$ cat src/rtl/interrupt_controller_pkg.sv
// Shared definitions for the interrupt controller: FSM encoding, the CLRI
// extended opcode and the default vector table layout.
package interrupt_controller_pkg;

  // Controller FSM states
  typedef enum logic [1:0] {
    IDLE    = 2'd0,
    OFFER   = 2'd1,
    SERVICE = 2'd2
  } intc_state_t;

  // Extended opcode the CPU decodes as CLRI (drives clear_interrupt)
  localparam logic [3:0] CLRI_EXT_CODE = 4'b1111;

  // Default handler table: source i lives at BASE + i*STRIDE
  localparam logic [15:0] DEF_VECTOR_BASE   = 16'h0010;
  localparam logic [15:0] DEF_VECTOR_STRIDE = 16'h0004;

endpackage

$ cat src/rtl/irq_sync_edge.sv
// Two-flop synchronizer for one asynchronous interrupt line followed by a
// rising-edge detector on the synchronized value.
module irq_sync_edge (
  input  logic clk,
  input  logic reset,
  input  logic d,
  output logic rise
);

  logic meta_q;
  logic sync_q;
  logic prev_q;

  // Synchronizer chain plus one delay stage for edge detection
  always_ff @(posedge clk or posedge reset) begin
    if (reset) begin
      meta_q <= 1'b0;
      sync_q <= 1'b0;
      prev_q <= 1'b0;
    end else begin
      meta_q <= d;
      sync_q <= meta_q;
      prev_q <= sync_q;
    end
  end

  assign rise = sync_q & ~prev_q;

endmodule

$ cat src/rtl/interrupt_controller.sv
// Edge-triggered, fixed-priority (lowest index wins), non-nesting interrupt
// controller. One source is offered to the CPU, acknowledged in fetch and
// retired by CLRI. Optional runtime mask register enabled by INTC_MASK_REG_EN;
// without it every source is permanently enabled.
module interrupt_controller
  import interrupt_controller_pkg::*;
#(
  parameter int unsigned NUM_IRQ       = 8,
  parameter logic [15:0] VECTOR_BASE   = DEF_VECTOR_BASE,
  parameter logic [15:0] VECTOR_STRIDE = DEF_VECTOR_STRIDE
) (
  input  logic               clk,
  input  logic               reset,
  input  logic               en,
  input  logic [NUM_IRQ-1:0] irq,
  input  logic               request_interrupt,
  input  logic               clear_interrupt,
  input  logic               mask_wr_en,
  input  logic [NUM_IRQ-1:0] mask_wr_data,
  output logic               interrupt,
  output logic [15:0]        vector,
  output logic [3:0]         irq_id,
  output logic               in_service
);

  intc_state_t        state_q, state_d;
  logic [NUM_IRQ-1:0] rise;
  logic [NUM_IRQ-1:0] pending_q, pending_d;
  logic [NUM_IRQ-1:0] mask;
  logic [NUM_IRQ-1:0] active;
  logic [NUM_IRQ-1:0] clr_vec;
  logic [3:0]         cur_id_q;
  logic [15:0]        vector_q;
  logic [3:0]         sel_id;
  logic [15:0]        sel_vector;
  logic               latch_id;
  logic               clr_cur;

  // One synchronizer/edge detector per interrupt line
  for (genvar g = 0; g < NUM_IRQ; g++) begin : g_sync
    irq_sync_edge u_sync (
      .clk   (clk),
      .reset (reset),
      .d     (irq[g]),
      .rise  (rise[g])
    );
  end

`ifdef INTC_MASK_REG_EN
  logic [NUM_IRQ-1:0] mask_q;

  // Software-writable source enable mask, all sources enabled out of reset
  always_ff @(posedge clk or posedge reset) begin
    if (reset) begin
      mask_q <= '1;
    end else if (mask_wr_en) begin
      mask_q <= mask_wr_data;
    end
  end

  assign mask = mask_q;
`else
  logic unused_mask_inputs;

  assign mask               = '1;
  assign unused_mask_inputs = mask_wr_en ^ (^mask_wr_data);
`endif

  // Masking only gates the IDLE selection; an offered source is never revoked
  assign active = pending_q & mask;

  // Lowest-index priority encoder over enabled pending sources
  always_comb begin
    sel_id = '0;
    for (int i = int'(NUM_IRQ) - 1; i >= 0; i--) begin
      if (active[i]) begin
        sel_id = 4'(i);
      end
    end
  end

  // Handler address of the selected source, 16-bit wrap-around
  always_comb begin
    sel_vector = VECTOR_BASE + ({12'd0, sel_id} * VECTOR_STRIDE);
  end

  // Next-state logic; en=0 holds the FSM in place
  always_comb begin
    state_d  = state_q;
    latch_id = 1'b0;
    clr_cur  = 1'b0;
    if (en) begin
      unique case (state_q)
        IDLE: begin
          if (|active) begin
            state_d  = OFFER;
            latch_id = 1'b1;
          end
        end
        OFFER: begin
          if (request_interrupt) begin
            state_d = SERVICE;
          end
        end
        SERVICE: begin
          if (clear_interrupt) begin
            state_d = IDLE;
            clr_cur = 1'b1;
          end
        end
        default: state_d = IDLE;
      endcase
    end
  end

  // Pending update: a new edge on the retiring source wins over its clear
  always_comb begin
    clr_vec = '0;
    for (int i = 0; i < int'(NUM_IRQ); i++) begin
      clr_vec[i] = clr_cur && (cur_id_q == 4'(i));
    end
    pending_d = (pending_q & ~clr_vec) | rise;
  end

  // FSM state and pending flags
  always_ff @(posedge clk or posedge reset) begin
    if (reset) begin
      state_q   <= IDLE;
      pending_q <= '0;
    end else begin
      state_q   <= state_d;
      pending_q <= pending_d;
    end
  end

  // Selected source id and its vector, frozen from OFFER through SERVICE
  always_ff @(posedge clk or posedge reset) begin
    if (reset) begin
      cur_id_q <= '0;
      vector_q <= VECTOR_BASE;
    end else if (latch_id) begin
      cur_id_q <= sel_id;
      vector_q <= sel_vector;
    end
  end

  assign interrupt  = (state_q == OFFER);
  assign in_service = (state_q == SERVICE);
  assign irq_id     = cur_id_q;
  assign vector     = vector_q;

endmodule

$ cat config.mk
export PLATFORM = sky130hd
export DESIGN_NAME = interrupt_controller
export DESIGN_NICKNAME = d
export VERILOG_FILES = /design/src/rtl/interrupt_controller_pkg.sv /design/src/rtl/irq_sync_edge.sv /design/src/rtl/interrupt_controller.sv
export SDC_FILE = /design/constraint.sdc
export NUM_CORES = 1
export LEC_CHECK = 0
export CORE_UTILIZATION = 47
export CTS_BUF_LIST = sky130_fd_sc_hd__clkbuf_8
export DETAILED_ROUTE_END_ITERATION = 10
export HOLD_SLACK_MARGIN = 0.05
export PLACE_DENSITY = 0.84
export SLEW_MARGIN = 20
export SYNTH_ARGS = -nofsm -noshare
export SYNTH_HDL_FRONTEND = slang
export SYNTH_SLANG_ARGS = --single-unit
$ cat constraint.sdc
create_clock -name clk -period 3.7 [get_ports clk]
set_input_delay 0.74 -clock clk [delete_from_list [all_inputs] [get_ports clk]]
set_output_delay 0.74 -clock clk [all_outputs]
set_load 0.01 [all_outputs]
==> results.rst, run 1 <==
.. list-table::
   :header-rows: 1

   * - Metric
     - Value
   * - CTS sink count
     - 38
   * - Maxcap violations
     - 0
   * - Die X
     - 57.09 um
   * - Cell leakage power
     - 0.0007359 uW
   * - Worst setup path class
     - reg2out
   * - Share of synthesized area occupied by flip-flops and latches
     - 0.6675
   * - Adder and majority gate portion of the synthesized area
     - 0
   * - Internal portion of total power
     - 714.6 uW
   * - Post-Synth Simple-Gate Area
     - 0.08772
   * - I/O Buffers
     - 21
   * - Core area
     - 2805 um^2
   * - Setup TNS Final
     - 0 ns
   * - Number of H-tree levels
     - 2
   * - Boundary pin count
     - 44
   * - Post-Layout Cell Count
     - 171
   * - Filler Cells Inserted
     - 241
   * - Clock share of power
     - 0.270
   * - Worst setup slack before clock tree synthesis
     - 1.460 ns
   * - Fraction of layout cells with a size suffix above 1
     - 0.1143
   * - Unrepaired setup endpoints after global routing
     - false
   * - Remaining Overflow, GRT
     - 0
   * - Wire length of the first global-routing pass
     - 3.463 mm
   * - Ratio of routed vias to standard cells
     - 5.029
   * - Violations in the final reports
     - DRC
   * - Clock tree skew after final layout
     - 0.007930 ns
   * - Maximum vdd ir drop
     - 0.0003533 V
   * - Proportion of synthesized area in mux cells
     - 0
   * - Highest fanout seen on the critical path
     - 6
   * - Sequential fraction of design power
     - 0.519
   * - Vertical extent of the die
     - 57.09 um
   * - Cell area after synthesis
     - 1426 um^2
   * - Switching part of the total power
     - 0.2732
   * - Compound-cell area share of the yosys netlist
     - 0.1289
   * - # Post-CTS Setup Buffers
     - 0
   * - Cell type with the highest aggregate area in the netlist
     - dfrtp_1
   * - Synth area leaders
     - dfrtp_1, buf_4, o21ai_0
   * - Hold Crit Class
     - reg2reg
   * - Number of setup violations in the final report
     - 0
   * - Count of nets after finishing
     - 161
   * - Number of optimization iterations in the first detailed-route pass
     - 7
   * - Synthesis Warnings
     - 0
   * - Startpoint type of the worst setup path
     - flop
   * - CP Data Required Time
     - 2.96 ns
   * - Instance count of the mapped netlist
     - 114
   * - TritonCTS clock tree
     - yes
   * - WL met2
     - 1.019 mm
   * - Post-layout minimum cycle time
     - 2.270 ns
   * - Clk slew on worst S/H paths
     - 0.07 ns
   * - Clock latency of the later-clocked register in the worst-skew pair
     - 0.28 ns
   * - Hold buffers post-CTS
     - 0
   * - Number of distinct standard cells referenced by the synthesized netlist
     - 24
   * - Main combinational cell family by area after synthesis
     - compound AO/OA/AOI/OAI gates
   * - Starting Density
     - 0.5085
   * - Net switching power
     - 268.6 uW
   * - Number of buffers between clock root and the deepest sink
     - 2
   * - Cell count after placement
     - 163
   * - Via count of the first global-routing pass
     - 857
   * - Slack of the critical path
     - 1.430 ns
   * - Worst Hold Slack
     - 0.3497 ns
   * - Logic gate share of total power
     - 0.211
   * - Cell row count
     - 19
   * - Initial antenna violation count
     - 0
   * - Final routed wire length divided by cell count
     - 12.26 um
   * - Wire length on met1
     - 837 um
   * - Placed wire-length estimate after detailed placement
     - 1.463 mm
   * - Top layer reached by signal wires
     - met4
   * - Post-synthesis xor/xnor area fraction
     - 0
   * - Antenna diode count
     - 0
   * - Post-route total power
     - 983.2 uW
   * - Via Count
     - 860
   * - Max frequency
     - 0.4405 GHz
   * - Area growth, synth to finish
     - 18.77%
   * - Number of buffers added by the clock tree synthesis step
     - 5
   * - CTS Root Buffer Type
     - clkbuf_8
   * - Number of antenna-violating nets in the routed design
     - 0
   * - Drt drc
     - 8
   * - Area share of the largest cell type after synthesis
     - 0.6491
   * - Element type at the critical path end
     - output pin
   * - PostCTS Resize Cnt
     - 0
   * - Register cell area after layout
     - 952.2 um^2
   * - Count of final max-slew check failures
     - 0
   * - Maximum number of pins on one net before global-route repair
     - 39
   * - Total global-route track usage
     - 0.1496
   * - Wire length on met3
     - 192 um
   * - Register bit count reported by yosys
     - 38
   * - Top library cells by usage in the layout, fill and taps aside
     - dfrtp_1, clkdlybuf4s50_1, o21ai_0, conb_1, inv_1
   * - Final hold vios
     - 0
   * - Power Density
     - 580.3 nW/um^2
   * - Placer Congestion
     - 0.8551
   * - Die area
     - 3259 um^2
   * - Number of DRC violations after detailed-routing iteration 0
     - 27
   * - Run status
     - finished with violations
   * - Data arrival time of the critical path
     - 1.53 ns
   * - Total Wirelength
     - 2.096 mm
   * - Share of the cycle needed by the critical path after routing
     - 0.6135
   * - Mean post-synth cell area
     - 12.51 um^2
   * - Most common cell after layout, fill and taps aside
     - dfrtp_1
   * - Multi-input gate area
     - 357.8 um^2
[per-layer routing]
layer,vias to the layer above,global-route usage
met1,408,0.1518
met5,-,0
met4,0,0.07666
met2,46,0.2437
met3,6,0.08844
li1,400,-
[state kept, by name, summed over array words and instances, names as in the netlist]
signal / count
irq_id: 2
g_sync.u_sync.prev_q: 8
g_sync.u_sync.meta_q: 8
active: 8
g_sync.u_sync.sync_q: 8
state_q: 2
vector: 2
[synth_stat cells]
| master | number |
|---|---|
| dfrtp_1 | 37 |
| o21ai_0 | 20 |
| buf_4 | 16 |
| inv_1 | 11 |
| nand2_1 | 3 |
| nor2_1 | 3 |
| nand2b_1 | 2 |
| nand4b_1 | 2 |
| nor2b_1 | 2 |
| nor3_1 | 2 |
| nor4_2 | 2 |
| o31ai_1 | 2 |
| a21o_2 | 1 |
| a21oi_1 | 1 |
| a21oi_4 | 1 |
| and2b_1 | 1 |
| conb_1 | 1 |
| dfstp_2 | 1 |
| nand4_1 | 1 |
| o211ai_2 | 1 |
| o21a_1 | 1 |
| o22a_2 | 1 |
| o311ai_1 | 1 |
| or3b_4 | 1 |
[per-stage QoR]
stage	util	cell area, um^2
finish	0.6039	1694
global placement	0.5731	1608
CTS	0.6039	1694
floorplan	-	1471
global route	0.6039	1694
detailed placement	0.5731	1608
[critical path: stages, from the launching register on]
cell	delay, ns
dfrtp_1	0.43
and2b_1	0.26
clkdlybuf4s50_1	0.55
[worst paths after layout]
kind | startpoint | end | slack [ns] | cells after the start
setup / recovery | state_q[0] | in_service | 1.43 | 2
hold / removal | g_sync[0].u_sync.meta_q | g_sync[0].u_sync.sync_q | 0.35 | 0
setup reg to reg | state_q[0] | irq_id[0] | 2.30 | 4
hold reg to reg | g_sync[0].u_sync.meta_q | g_sync[0].u_sync.sync_q | 0.35 | 0
max in group asynchronous | reset | vector[4] | 2.50 | 3
min in group asynchronous | reset | g_sync[7].u_sync.sync_q | 0.85 | 3
[power by group through the flow]
stage	clock (uW)	combinational (uW)	sequential, uW
floorplan	0	123	515
global placement	0	201	511
detailed placement	0	208	517
CTS	278	209	509
global route	297	226	517
finish	266	208	510
[layout make-up]
class,instances,share of cell area
Clock buffer,5,0.04062
Multi-Input combinational cell,61,0.2112
Inverter,11,0.02437
Tap cell,31,0.02290
Sequential cell,38,0.5620
Clock inverter,3,0.01034
Timing Repair Buffer,22,0.1285
[cell families after synthesis]
logic type      after synthesis
compound gates               29
buf+inv                      27
flops                        38
other cells                   1
simple gates                 19
(Power assumes the default switching activity.)
==> run 2, diff against run 1 <==
- CORE_UTILIZATION: 47 -> 43
- PLACE_DENSITY: 0.84 -> 0.81
- clock period: 3.7 -> 1.9 ns (I/O delays scaled with it)
==> run 2 against run 1 <==
  * The flow now finishes without violations
  * Sequential share of layout area is 1.2 points lower
  * Count of clock-buffer cells in the layout grew 1
  * First-iteration DRC count is the same
  * Global-route usage rose by 0.14 points
  * Wire length rose by 4.9%
  * Sequential cell count unchanged
  * Sequential power rose by 94%
  * Hold slack worse by 0.0013 ns
  * Cell count up 8.8%
  * Highest routed layer unchanged
  * Clock power increased by 110%
==> results.rst, run 2 (synthesis gave the netlist of run 1 again) <==
.. list-table::
   :header-rows: 1

   * - Metric
     - Value
   * - CP Data Required Time
     - 1.52 ns (-1.44 ns)
   * - Maximum vdd ir drop
     - 0.0006565 V (+86%)
   * - Hold buffers post-CTS
     - 0 (unchanged)
   * - Cell count after placement
     - 177 (+8.6%)
   * - Boundary pin count
     - 44 (unchanged)
   * - Total global-route track usage
     - 0.1510 (+0.001402)
   * - Wire length of the first global-routing pass
     - 3.677 mm (+6.2%)
   * - Number of buffers added by the clock tree synthesis step
     - 5 (unchanged)
   * - Initial antenna violation count
     - 0 (unchanged)
   * - Share of the cycle needed by the critical path after routing
     - 0.9669
   * - Core area
     - 3103 um^2 (+11%)
   * - Placer Congestion
     - 0.8037 (-6.0%)
   * - Vertical extent of the die
     - 59.60 um (+4.4%)
   * - Post-layout minimum cycle time
     - 1.837 ns
   * - Min-Delay Startpoint
     - g_sync[3].u_sync.meta_q
   * - Via Count
     - 894 (+4.0%)
   * - Post-Layout Cell Count
     - 186 (+8.8%)
   * - Most common cell after layout, fill and taps aside
     - dfrtp_1
   * - Drt drc
     - 0 (-8)
   * - Count of nets after finishing
     - 163 (+1.2%)
   * - CTS sink count
     - 38 (unchanged)
   * - Max frequency
     - 0.5443 GHz
   * - R2r setup slk
     - 0.38 ns (-1.92 ns)
   * - Filler Cells Inserted
     - 274 (+14%)
   * - Setup TNS Final
     - 0 ns (unchanged)
   * - Worst Hold End
     - g_sync[3].u_sync.sync_q
   * - Placed wire-length estimate after detailed placement
     - 1.582 mm (+8.2%)
   * - End of the worst register-to-register path
     - irq_id[0]
   * - Fraction of layout cells with a size suffix above 1
     - 0.1338 (+0.01952)
   * - Total Wirelength
     - 2.199 mm (+4.9%)
   * - Number of setup violations in the final report
     - 0 (unchanged)
   * - Switching part of the total power
     - 0.2683 (-0.004927)
   * - Number of buffers between clock root and the deepest sink
     - 2 (unchanged)
   * - Sequential fraction of design power
     - 0.502 (-0.017)
   * - Unrepaired setup endpoints after global routing
     - false
   * - Number of optimization iterations in the first detailed-route pass
     - 4 (-3)
   * - WHS Path Cells
     - 0 (unchanged)
   * - Top library cells by usage in the layout, fill and taps aside
     - dfrtp_1, o21ai_0, clkdlybuf4s50_1, conb_1, inv_1
   * - Area growth, synth to finish
     - 21.58%
   * - Cell leakage power
     - 0.0007638 uW (+3.8%)
   * - Remaining Overflow, GRT
     - 0 (unchanged)
   * - Clock latency of the later-clocked register in the worst-skew pair
     - 0.29 ns (about the same)
   * - Number of DRC violations after detailed-routing iteration 0
     - 27 (unchanged)
   * - Logic gate share of total power
     - 0.221 (+0.010)
   * - Clk slew on worst S/H paths
     - 0.07 ns (about the same)
   * - TritonCTS clock tree
     - yes
   * - Final hold vios
     - 0 (unchanged)
   * - Final routed wire length divided by cell count
     - 11.82 um (-3.5%)
   * - CTS Root Buffer Type
     - clkbuf_8
   * - Hold Crit Class
     - reg2reg
   * - Cell row count
     - 20 (+1)
   * - Clock tree skew after final layout
     - 0.006257 ns (-0.001674 ns)
   * - Power Density
     - 1135 nW/um^2 (+96%)
   * - Die area
     - 3552 um^2 (+9.0%)
   * - Number of H-tree levels
     - 2 (unchanged)
   * - Maximum number of pins on one net before global-route repair
     - 39 (unchanged)
   * - Maxcap violations
     - 0 (unchanged)
   * - Run status
     - completed
   * - Internal portion of total power
     - 1441 uW (+100%)
   * - R2R Path Start
     - state_q[0]
   * - Data arrival time of the critical path
     - 1.46 ns (-0.07 ns)
   * - Net switching power
     - 528.1 uW (+97%)
   * - Starting Density
     - 0.4597 (-0.04880)
   * - Element type at the critical path end
     - output pin
   * - Startpoint type of the worst setup path
     - flop
   * - Worst Reg-to-Reg Cells
     - 5 (+1)
   * - Antenna diode count
     - 0 (unchanged)
   * - I/O Buffers
     - 21 (unchanged)
   * - Die X
     - 59.60 um (+4.4%)
   * - Number of antenna-violating nets in the routed design
     - 0 (unchanged)
   * - Clock share of power
     - 0.277 (+0.007)
   * - Count of final max-slew check failures
     - 0 (unchanged)
   * - Via count of the first global-routing pass
     - 856 (-0.12%)
   * - Ratio of routed vias to standard cells
     - 4.806 (-4.4%)
   * - Highest fanout seen on the critical path
     - 6 (unchanged)
   * - Worst setup path class
     - reg2out
run 2: power groups by stage:
stage / combinational [uW] / sequential [uW] / clock [uW]
finish: 435 / 988 / 546
global route: 470 / 1010 / 598
CTS: 439 / 988 / 566
detailed placement: 411 / 1010 / 0
global placement: 393 / 998 / 0
floorplan: 239 / 1000 / 0
run 2: worst max-delay path by stage:
stage,start,end,slack [ns],cells after the start
6_report,state_q[1],interrupt,0.06,2
5_1_grt,state_q[1],interrupt,0.02,2
4_1_cts,state_q[0],in_service,0.06,2
3_5_place_dp,en,irq_id[0],0.08,5
3_3_place_gp,en,irq_id[0],0.13,5
2_1_floorplan,state_q[0],irq_id[0],0.61,4
run 2: final cells by class:
| type | instances | area (um^2) | area share |
|---|---|---|---|
| clock buffers | 6 | 82.58 | 0.04762 |
| clock inverters | 2 | 8.758 | 0.005051 |
| inverters | 11 | 41.29 | 0.02381 |
| multi-input cells | 61 | 357.8 | 0.2063 |
| flip-flops and latches | 38 | 953.4 | 0.5498 |
| well taps | 44 | 55.05 | 0.03175 |
| repair buffers | 24 | 235.2 | 0.1356 |
run 2: worst max-delay path, stage by stage, from the launching register on:
cell	delay [ns]
dfrtp_2	0.44
nor2b_1	0.15
clkdlybuf4s50_1	0.58
run 2: repair_timing:
action	4_1_cts	5_1_grt
endpoints found under the hold margin	0	0
setup endpoints to repair	1	1
setup buffers	1	0
gates resized for setup	0	2
run 2: routing by layer:
| metal | routed length (um) | vias up | share of wire | global-route usage |
|---|---|---|---|---|
| met1 | 842 | 435 | 0.38 | 0.1659 |
| li1 | - | 408 | - | - |
| met5 | 0 | - | 0 | 0 |
| met4 | 80 | 0 | 0.036 | 0.09635 |
| met2 | 1134 | 41 | 0.52 | 0.2424 |
| met3 | 141 | 10 | 0.064 | 0.06114 |
run 2: stage by stage:
stage	area (um^2)	hold WS [ns]	total power, uW	util	setup WS (ns)
finish	1734	0.3483	1969	0.5589	0.06281
global placement	1632	0.3328	1392	0.5258	0.1252
CTS	1730	0.3505	1993	0.5577	0.05747
floorplan	1471	0.3312	1242	-	0.6109
global route	1734	0.3570	2076	0.5589	0.02383
detailed placement	1632	0.3347	1423	0.5258	0.08471
